### src/rtl/multi_digit_display.sv
// multi_digit_display: time-multiplexed hex display driver for NDIG digits.
// Shadow-registered data and decimal points, optional leading-zero blanking,
// active-low anodes and segments (gfedcba) plus a one-cycle scan strobe.
// Optional feature: define SEG_PWM_EN to compile in the 3-bit brightness
// PWM that gates the anodes. Without it, bright is ignored.
module multi_digit_display #(
   parameter int unsigned NDIG      = 8,
   parameter int unsigned FCLK_KHZ  = 50000,
   parameter int unsigned FSCAN_KHZ = 1
) (
   input  logic              clk,
   input  logic              rst,
   input  logic [4*NDIG-1:0] dat,
   input  logic [NDIG-1:0]   dp_mask,
   input  logic              load,
   input  logic              blank_lz,
   input  logic [2:0]        bright,
   output logic [NDIG-1:0]   AN,
   output logic [6:0]        seg,
   output logic              seg_P,
   output logic              ce_scan
);

   localparam int unsigned DIV = FCLK_KHZ / FSCAN_KHZ;
   localparam int unsigned CBW = $clog2(DIV + 1);
   localparam int unsigned IW  = $clog2(NDIG);

   logic [CBW-1:0]    r_cb;
   logic [IW-1:0]     r_idx;
   logic [4*NDIG-1:0] r_dat;
   logic [NDIG-1:0]   r_dp;

   logic              w_ce;
   logic [3:0]        w_nib;
   logic [6:0]        w_seg_dec;
   logic [NDIG-1:0]   w_lz;
   logic              w_blank;
   logic              w_pwm_on;

   assign w_ce = (r_cb == CBW'(DIV));

   // Scan prescaler: reloads to 1 on the strobe so later periods are DIV long
   always_ff @(posedge clk) begin
      if (rst) begin
         r_cb <= '0;
      end else if (w_ce) begin
         r_cb <= CBW'(1);
      end else begin
         r_cb <= r_cb + CBW'(1);
      end
   end

   // Active digit index, advances once per scan strobe and wraps at NDIG-1
   always_ff @(posedge clk) begin
      if (rst) begin
         r_idx <= '0;
      end else if (w_ce) begin
         if (r_idx == IW'(NDIG - 1)) begin
            r_idx <= '0;
         end else begin
            r_idx <= r_idx + IW'(1);
         end
      end
   end

   // Shadow copies of digit data and decimal points; display reads only these
   always_ff @(posedge clk) begin
      if (rst) begin
         r_dat <= '0;
         r_dp  <= '0;
      end else if (load) begin
         r_dat <= dat;
         r_dp  <= dp_mask;
      end
   end

`ifdef SEG_PWM_EN
   logic [2:0] r_pwm;

   // Free-running brightness counter, wraps 7 -> 0
   always_ff @(posedge clk) begin
      if (rst) begin
         r_pwm <= '0;
      end else begin
         r_pwm <= r_pwm + 3'd1;
      end
   end

   assign w_pwm_on = (r_pwm <= bright);
`else
   logic w_unused_bright;

   assign w_unused_bright = ^bright;
   assign w_pwm_on        = 1'b1;
`endif

   assign w_nib = r_dat[{r_idx, 2'b00} +: 4];

   // w_lz[i]: shadow nibbles NDIG-1 down to i are all zero
   always_comb begin
      w_lz         = '0;
      w_lz[NDIG-1] = (r_dat[4*(NDIG-1) +: 4] == 4'h0);
      for (int unsigned k = 1; k < NDIG; k++) begin
         w_lz[NDIG-1-k] = w_lz[NDIG-k] && (r_dat[4*(NDIG-1-k) +: 4] == 4'h0);
      end
   end

   // Digit 0 is never blanked so a zero value still shows a single 0
   assign w_blank = blank_lz && (r_idx != '0) && w_lz[r_idx];

   // Hex nibble to active-low gfedcba pattern
   always_comb begin
      w_seg_dec = 7'h7F;
      case (w_nib)
         4'h0: w_seg_dec = 7'b1000000;
         4'h1: w_seg_dec = 7'b1111001;
         4'h2: w_seg_dec = 7'b0100100;
         4'h3: w_seg_dec = 7'b0110000;
         4'h4: w_seg_dec = 7'b0011001;
         4'h5: w_seg_dec = 7'b0010010;
         4'h6: w_seg_dec = 7'b0000010;
         4'h7: w_seg_dec = 7'b1111000;
         4'h8: w_seg_dec = 7'b0000000;
         4'h9: w_seg_dec = 7'b0010000;
         4'hA: w_seg_dec = 7'b0001000;
         4'hB: w_seg_dec = 7'b0000011;
         4'hC: w_seg_dec = 7'b1000110;
         4'hD: w_seg_dec = 7'b0100001;
         4'hE: w_seg_dec = 7'b0000110;
         default: w_seg_dec = 7'b0001110;
      endcase
   end

   // Output drive: blanking clears everything, PWM gates only the anodes
   always_comb begin
      AN      = '1;
      seg     = 7'h7F;
      seg_P   = 1'b1;
      ce_scan = w_ce;
      if (!w_blank) begin
         seg   = w_seg_dec;
         seg_P = ~r_dp[r_idx];
         if (w_pwm_on) begin
            AN = ~(NDIG'(1) << r_idx);
         end
      end
   end

endmodule

### config.mk
export PLATFORM = sky130hd
export DESIGN_NAME = multi_digit_display
export DESIGN_NICKNAME = d
export VERILOG_FILES = /design/src/rtl/multi_digit_display.sv
export SDC_FILE = /design/constraint.sdc
export NUM_CORES = 1
export LEC_CHECK = 0
export ABC_AREA = 1
export BUFFER_PORTS_ARGS = -buffer_cell sky130_fd_sc_hd__buf_2
export CORE_MARGIN = 2
export CORE_UTILIZATION = 56
export CTS_CLUSTER_SIZE = 14
export DETAILED_ROUTE_END_ITERATION = 8
export PLACE_DENSITY_LB_ADDON = 0.2
export SLEW_MARGIN = 30
export SYNTH_ARGS = -nofsm -noshare
export SYNTH_HDL_FRONTEND = slang
export SYNTH_SLANG_ARGS = --single-unit
### constraint.sdc
create_clock -name clk -period 1.9 [get_ports clk]
set_input_delay 0.19 -clock clk [delete_from_list [all_inputs] [get_ports clk]]
set_output_delay 0.19 -clock clk [all_outputs]
set_load 0.005 [all_outputs]
==> impl_metrics.py, run 1 <==
metrics = {
    "run_status": {
        "status": "complete, but fails checks",
        "violations": "negative setup slack",
    },
    "synthesis": {
        "ys_warn_count": 0,
        "ys_ff_latch": 59,
        "ys_seq_area_share_pct": 34.69,
        "synth_ff_type": "dfxtp_1",
        "ys_types": 38,
        "netlist.area_leader.share_pct": 34.69,
        "syn_nets": 569,
        "syn_area_um2": 3405,
        "ys_top_cells_by_area": "dfxtp_1 (35%), nand2_1 (11%), nor2_1 (8.5%), nand3_1 (7.8%), o21ai_0 (7.5%)",
        "async_reset_ff_share_pct": 0,
        "syn_area_per_cell_um2": 6.702,
        "synth_edf_count": 0,
        "synthCells": 508,
        "yosys.area.top_type": "dfxtp_1",
    },
    "floorplanning": {
        "die_width_um": 81.97,
        "core_area_um2": 5886,
        "ioPinCount": 64,
        "die_h_um": 81.97,
        "die_area_um2": 6719,
        "row_count": 28,
        "start_util_pct": 57.84,
    },
    "setup_path": {
        "required_ps": 1710,
        "path_max_fanout": 6,
        "rr_endpoint": "r_cb[14]",
        "critPathLaunchType": "register",
        "end_kind": "output pin",
        "r2r_cells": 6,
        "ff2ff_setup_slack_ps": 380,
        "crit_arrival_ps": 2070,
        "crit_type": "register to output pin",
        "crit_start": "r_idx[0]",
        "reg2reg_from": "r_cb[0]",
    },
    "finish": {
        "drive_gt1_share_pct": 33.05,
        "num-fill-cells": 414,
        "finalNetCount": 649,
        "stdcell_count": 668,
        "synthToLayoutAreaGrowth_pct": 32.82,
        "antenna_cells": 0,
    },
    "place": {
        "hpwl_um": 6036,
        "port_buffers": 60,
        "dp.cells": 643,
        "finalWeightedCongestion": 0.8800,
    },
    "timing": {
        "fin_skew_ps": 6.800,
        "finalHoldViolations": 0,
        "period_share_pct": 119.0,
        "fin_crit_ps": 2261,
        "rsz0062_at_grt": "true",
        "setup_violations": 15,
        "fmax_mhz": 442.3,
        "tightest_slew_ps": 546.9,
        "slew_viol_final": 0,
        "setup_slack_ps": -360.7,
        "slew_headroom_pct": 63.50,
    },
    "global_routing": {
        "antenna_found_initial": 0,
        "first_global_vias": 3317,
        "overflow": 0,
        "grt_max_degree": 49,
        "grt_pass1_wl_um": 14920,
        "grt_usage_pct": 28.76,
    },
    "routing": {
        "drc_errors": 0,
        "antenna_left": 0,
        "viasPerCell": 5.590,
        "wl_per_cell_um": 14.66,
        "vias": 3734,
        "drtIter0Drc": 279,
        "wl_um": 9796,
        "dr.pass1.iters": 5,
    },
    "clock_tree": {
        "clk_latency_ps": 340,
        "cts.sinks": 59,
        "cts_hold_buf": 0,
        "htree_levels": 3,
        "clk_path_buf_depth": 2,
        "clk_pin_slew_ps": 70,
        "numCtsBuffers": 9,
        "cts_root_buf": "clkbuf_8",
        "cts_tree": "built",
    },
    "power_and_ir_drop": {
        "power.density_nw_per_um2": 627.4,
        "pwr-share-seq_pct": 47.2,
        "leakage_nw": 1.976,
        "peakVddDrop_mv": 0.4885,
        "comb_power_share_pct": 16.5,
        "p_sw_mw": 0.8021,
        "finalPower_mw": 2.837,
        "p_int_mw": 2.035,
        "switching_share_pct": 28.27,
        "clkPwrFrac_pct": 36.3,
    },
    "hold_path": {
        "hp-class": "input port to register",
        "hold_depth": 2,
        "min_from": "rst",
        "holdPathEnd": "r_cb[0]",
    },
    "run": {
        "drv_cap": 0,
    },
}
-- routing by layer --
metal | track usage [%] | part of all wire [%] | vias to the layer above
li1 | - | - | 1815
met1 | 36.99 | 43 | 1692
met2 | 46.59 | 46 | 188
met3 | 5.055 | 7.7 | 39
met4 | 13.67 | 3.7 | 0
met5 | 0 | 0 | -
-- stage by stage --
| step | worst slack, ps | util, % | hold WS, ps | cell area (um^2) | TNS [ps] |
|---|---|---|---|---|---|
| detailed placement | -48.72 | 65.28 | 386.4 | 3842 | -120.7 |
| global placement | 0.5356 | 65.28 | 376.0 | 3842 | 0 |
| global route | -430.9 | 76.83 | 24.35 | 4522 | -5652 |
| CTS | -220.6 | 72.02 | 20.87 | 4239 | -2769 |
| finish | -360.7 | 76.83 | 13.35 | 4522 | -4591 |
| floorplan | 128.3 | - | 259.1 | 3405 | 0 |
-- state kept, by name, summed over array words and instances, names as in the netlist --
name and cells:
r_dp 8, r_dat 32, r_cb 16, r_idx 3
-- power by group through the flow --
stage / clock, mW / combinational (mW) / sequential [mW]
3_3_place_gp: 0 / 0.352 / 1.36
6_report: 1.03 / 0.468 / 1.34
4_1_cts: 1.04 / 0.391 / 1.34
3_5_place_dp: 0 / 0.362 / 1.36
5_1_grt: 1.10 / 0.520 / 1.34
2_1_floorplan: 0 / 0.235 / 1.35
-- worst max-delay path, stage by stage, from the launching register on --
cell and delay, ps:
dfxtp_4 370, buf_12 140, buf_8 130, nand2_1 80, nand3_2 90, nand3_2 90
nand2_4 100, buf_6 130, ha_1 160, nand3_1 110, nand3_2 100, nand3_2 70
buf_2 120
-- kinds of logic (layout without fill, tap and decap cells) --
group	after synthesis	count (layout)	share of synthesized area [%]
AND/OR/NAND/NOR	262	264	34.80
AO/OA/AOI/OAI	96	96	14.59
buffers and inverters	74	157	9.996
flip-flops	59	59	34.69
adder cells (fa/ha/maj)	14	14	5.145
XOR/XNOR	3	3	0.7719
-- cells in the final DEF (no fill, tap or decap), types with 6 or more instances in the layout --
cell      synthesis  layout
buf_4             4      19
nand4_1           6       6
nand2_2           6      23
nor2_1           77      71
buf_6             3       6
inv_1            50      46
nand2_4           2      11
nand2_1         100      73
a21oi_1          40      40
dfxtp_1          59      56
clkbuf_8          1      11
ha_4              0       6
nand3_2           3      22
buf_2             1      60
o21ai_0          51      48
ha_1             14       8
nand3_1          53      31
-- how the worst max path moves through the flow --
stage | cells after the start | slack, ps | end
after floorplan | 12 | 130 | seg[5]
after global placement | 12 | 0.5 | seg[3]
after detailed placement | 13 | -50 | seg[3]
after CTS | 11 | -220 | seg[0]
after global routing | 12 | -430 | seg[4]
final | 12 | -360 | seg[4]
-- synth_stat cells (all sizes together), types with 2 or more instances --
library cell / number
ha: 14
nor2: 79
nand2: 108
nor3: 4
clkbuf: 11
nand4: 6
buf: 10
dfxtp: 59
nand3: 57
o21ai: 52
inv: 53
xor2: 2
nor3b: 2
or2: 3
a21oi: 42
-- what timing repair did --
item / 4_1_cts / 5_1_grt
gates resized for setup: 42 / 71
pin swaps: 11 / 33
setup buffers: 3 / 4
cloned: 3 / 0
setup endpoints to repair: 15 / 15
-- cell type report --
type / count / area [um^2] / area share [%]
clock buffers: 14 / 162.7 / 3.597
multi-input cells: 377 / 2296 / 50.77
inverters: 53 / 206.4 / 4.566
flip-flops and latches: 59 / 1187 / 26.26
clock inverters: 2 / 10.01 / 0.2214
well taps: 75 / 93.84 / 2.075
repair buffers: 88 / 565.5 / 12.51
No activity file was read; power rests on OpenSTA's default activity.
==> inputs of run 2 (changes only) <==
--- a/config.mk
+++ b/config.mk
@@ -7,6 +7,7 @@
 export LEC_CHECK = 0
 export ABC_AREA = 1
 export BUFFER_PORTS_ARGS = -buffer_cell sky130_fd_sc_hd__buf_2
+export CORE_ASPECT_RATIO = 1.4
 export CORE_MARGIN = 2
 export CORE_UTILIZATION = 56
 export CTS_CLUSTER_SIZE = 14
==> run 2 against run 1 <==
The flow still finishes with violations (negative setup slack). Wire length rose by 5.6%. Design area is 0.80% lower. Maximum frequency decreased by 2.1%. Critical path type unchanged. Largest cell class unchanged.
==> impl_metrics.py, run 2 (same netlist as run 1, synthesis figures left out) <==
metrics = {
    "run_status": {
        "status": "complete, but fails checks",
        "violations": "negative setup slack",
    },
    "finish": {
        "largest-register": "r_dat",
        "stdcell_count": 665,
        "layout_commonest_cell": "nand2_1",
        "largest_register_ff_count": 32,
        "reg_top3": "r_dat (32), r_cb (16), r_dp (8)",
        "drive_gt1_share_pct": 30.08,
        "final_cell_mix": "nand2_1 (87), nor2_1 (70), buf_2 (61)",
        "synthToLayoutAreaGrowth_pct": 31.75,
        "finalNetCount": 651,
        "antenna_cells": 0,
    },
    "timing": {
        "hold-worst-slack_ps": 1.989,
        "finalHoldViolations": 0,
        "fin_skew_ps": 6.613,
        "slew_viol_final": 0,
        "rsz0062_at_grt": "true",
        "setup_slack_ps": -408.3,
        "tns_ps": -4832,
        "fmax_mhz": 433.2,
        "tightest_slew_ps": 396.3,
        "period_share_pct": 121.5,
        "fin_crit_ps": 2308,
        "slew_headroom_pct": 73.58,
        "setup_violations": 15,
    },
    "floorplanning": {
        "die_width_um": 69.90,
        "core_area_um2": 5863,
        "die_h_um": 96.26,
        "die_area_um2": 6728,
        "ioPinCount": 64,
        "row_count": 33,
        "start_util_pct": 58.07,
    },
    "place": {
        "finalWeightedCongestion": 0.9272,
        "dp.cells": 632,
        "port_buffers": 60,
        "hpwl_um": 6043,
    },
    "global_routing": {
        "grt_usage_pct": 27.94,
        "first_global_vias": 3447,
        "grt_pass1_wl_um": 15000,
        "overflow": 0,
        "grt_max_degree": 61,
        "antenna_found_initial": 0,
    },
    "clock_tree": {
        "cts_root_buf": "clkbuf_8",
        "clk_pin_slew_ps": 70,
        "cts_hold_buf": 0,
        "numCtsBuffers": 9,
        "cts_tree": "built",
        "cts.sinks": 59,
        "clk_path_buf_depth": 2,
        "clk_latency_ps": 350,
        "htree_levels": 3,
    },
    "power_and_ir_drop": {
        "peakVddDrop_mv": 0.4740,
        "leakage_nw": 1.992,
        "finalPower_mw": 3.159,
        "power.density_nw_per_um2": 704.3,
    },
    "setup_path": {
        "critPathLaunchType": "register",
        "crit_type": "register to output pin",
        "required_ps": 1710,
        "crit_arrival_ps": 2120,
        "path_max_fanout": 5,
        "ff2ff_setup_slack_ps": 230,
        "end_kind": "output pin",
    },
    "routing": {
        "drtIter0Drc": 326,
        "vias": 3741,
        "dr.pass1.iters": 7,
        "wl_um": 10350,
        "drc_errors": 0,
        "wl_per_cell_um": 15.56,
        "viasPerCell": 5.626,
        "antenna_left": 0,
    },
    "run": {
        "drv_cap": 0,
    },
    "hold_path": {
        "hp-class": "input port to register",
    },
}
## run 2: changes by cell type in the layout (fill, tap and decap cells not counted), moves of 3 or more
cell	delta
nand2_1	+14
nand2_2	-9
nand2_8	-3
nand3_1	+8
nand3_2	-7
## run 2: stage by stage
step	instance area (um^2)	utilization, %	setup WS (ps)
2_1_floorplan	3405	-	128.3
3_3_place_gp	3791	64.66	4.052
3_5_place_dp	3791	64.66	-28.45
4_1_cts	4255	72.58	-183.8
5_1_grt	4486	76.50	-447.7
6_report	4486	76.50	-408.3
## run 2: cell type report
| type | count | area [um^2] |
|---|---|---|
| clock buffer | 13 | 168.9 |
| clock inverter | 3 | 68.82 |
| fill | 402 | 1378 |
| inverter | 53 | 211.5 |
| multi-input combinational | 377 | 2168 |
| sequential | 59 | 1187 |
| tap | 70 | 87.58 |
| timing repair buffer | 90 | 593.1 |
## run 2: worst paths after layout
kind | start | end | cells past startpoint
worst min-delay path | rst | r_cb[0] | 2
worst min register to register | r_dp[0] | r_dp[0] | 2
worst max-delay path | r_idx[0] | seg[0] | 12
worst max register to register | r_idx[0] | r_idx[0] | 8
## run 2: what timing repair did
item,4_1_cts,5_1_grt
pin swaps,8,23
hold endpoints to repair,0,0
endpoints found under the setup margin,15,15
resized for setup,42,36
cloned,3,1
setup buffers,6,7
## run 2: per-layer routing
| metal | track usage, % | vias up | part of all wire [%] |
|---|---|---|---|
| met2 | 52.22 | 185 | 51 |
| met3 | 4.817 | 54 | 6.4 |
| met5 | 0 | - | 0 |
| li1 | - | 1817 | - |
| met1 | 29.59 | 1685 | 38 |
| met4 | 15.87 | 0 | 4.8 |
## run 2: power by group
group | switching, mW | internal (mW) | total (mW)
logic | 0.270 | 0.183 | 0.452
clock network | 0.521 | 0.849 | 1.37
registers | 0.0370 | 1.30 | 1.34
total | 0.827 | 2.33 | 3.16
## run 2: critical path: stages (launching register included)
cell	delay [ps]
dfxtp_4	430
buf_6	150
nand2_1	60
nand3_1	130
nand2_1	100
nand2_2	110
nand2_4	100
ha_4	190
inv_2	70
nand2_2	90
nand3_1	120
nand3_1	90
buf_2	130
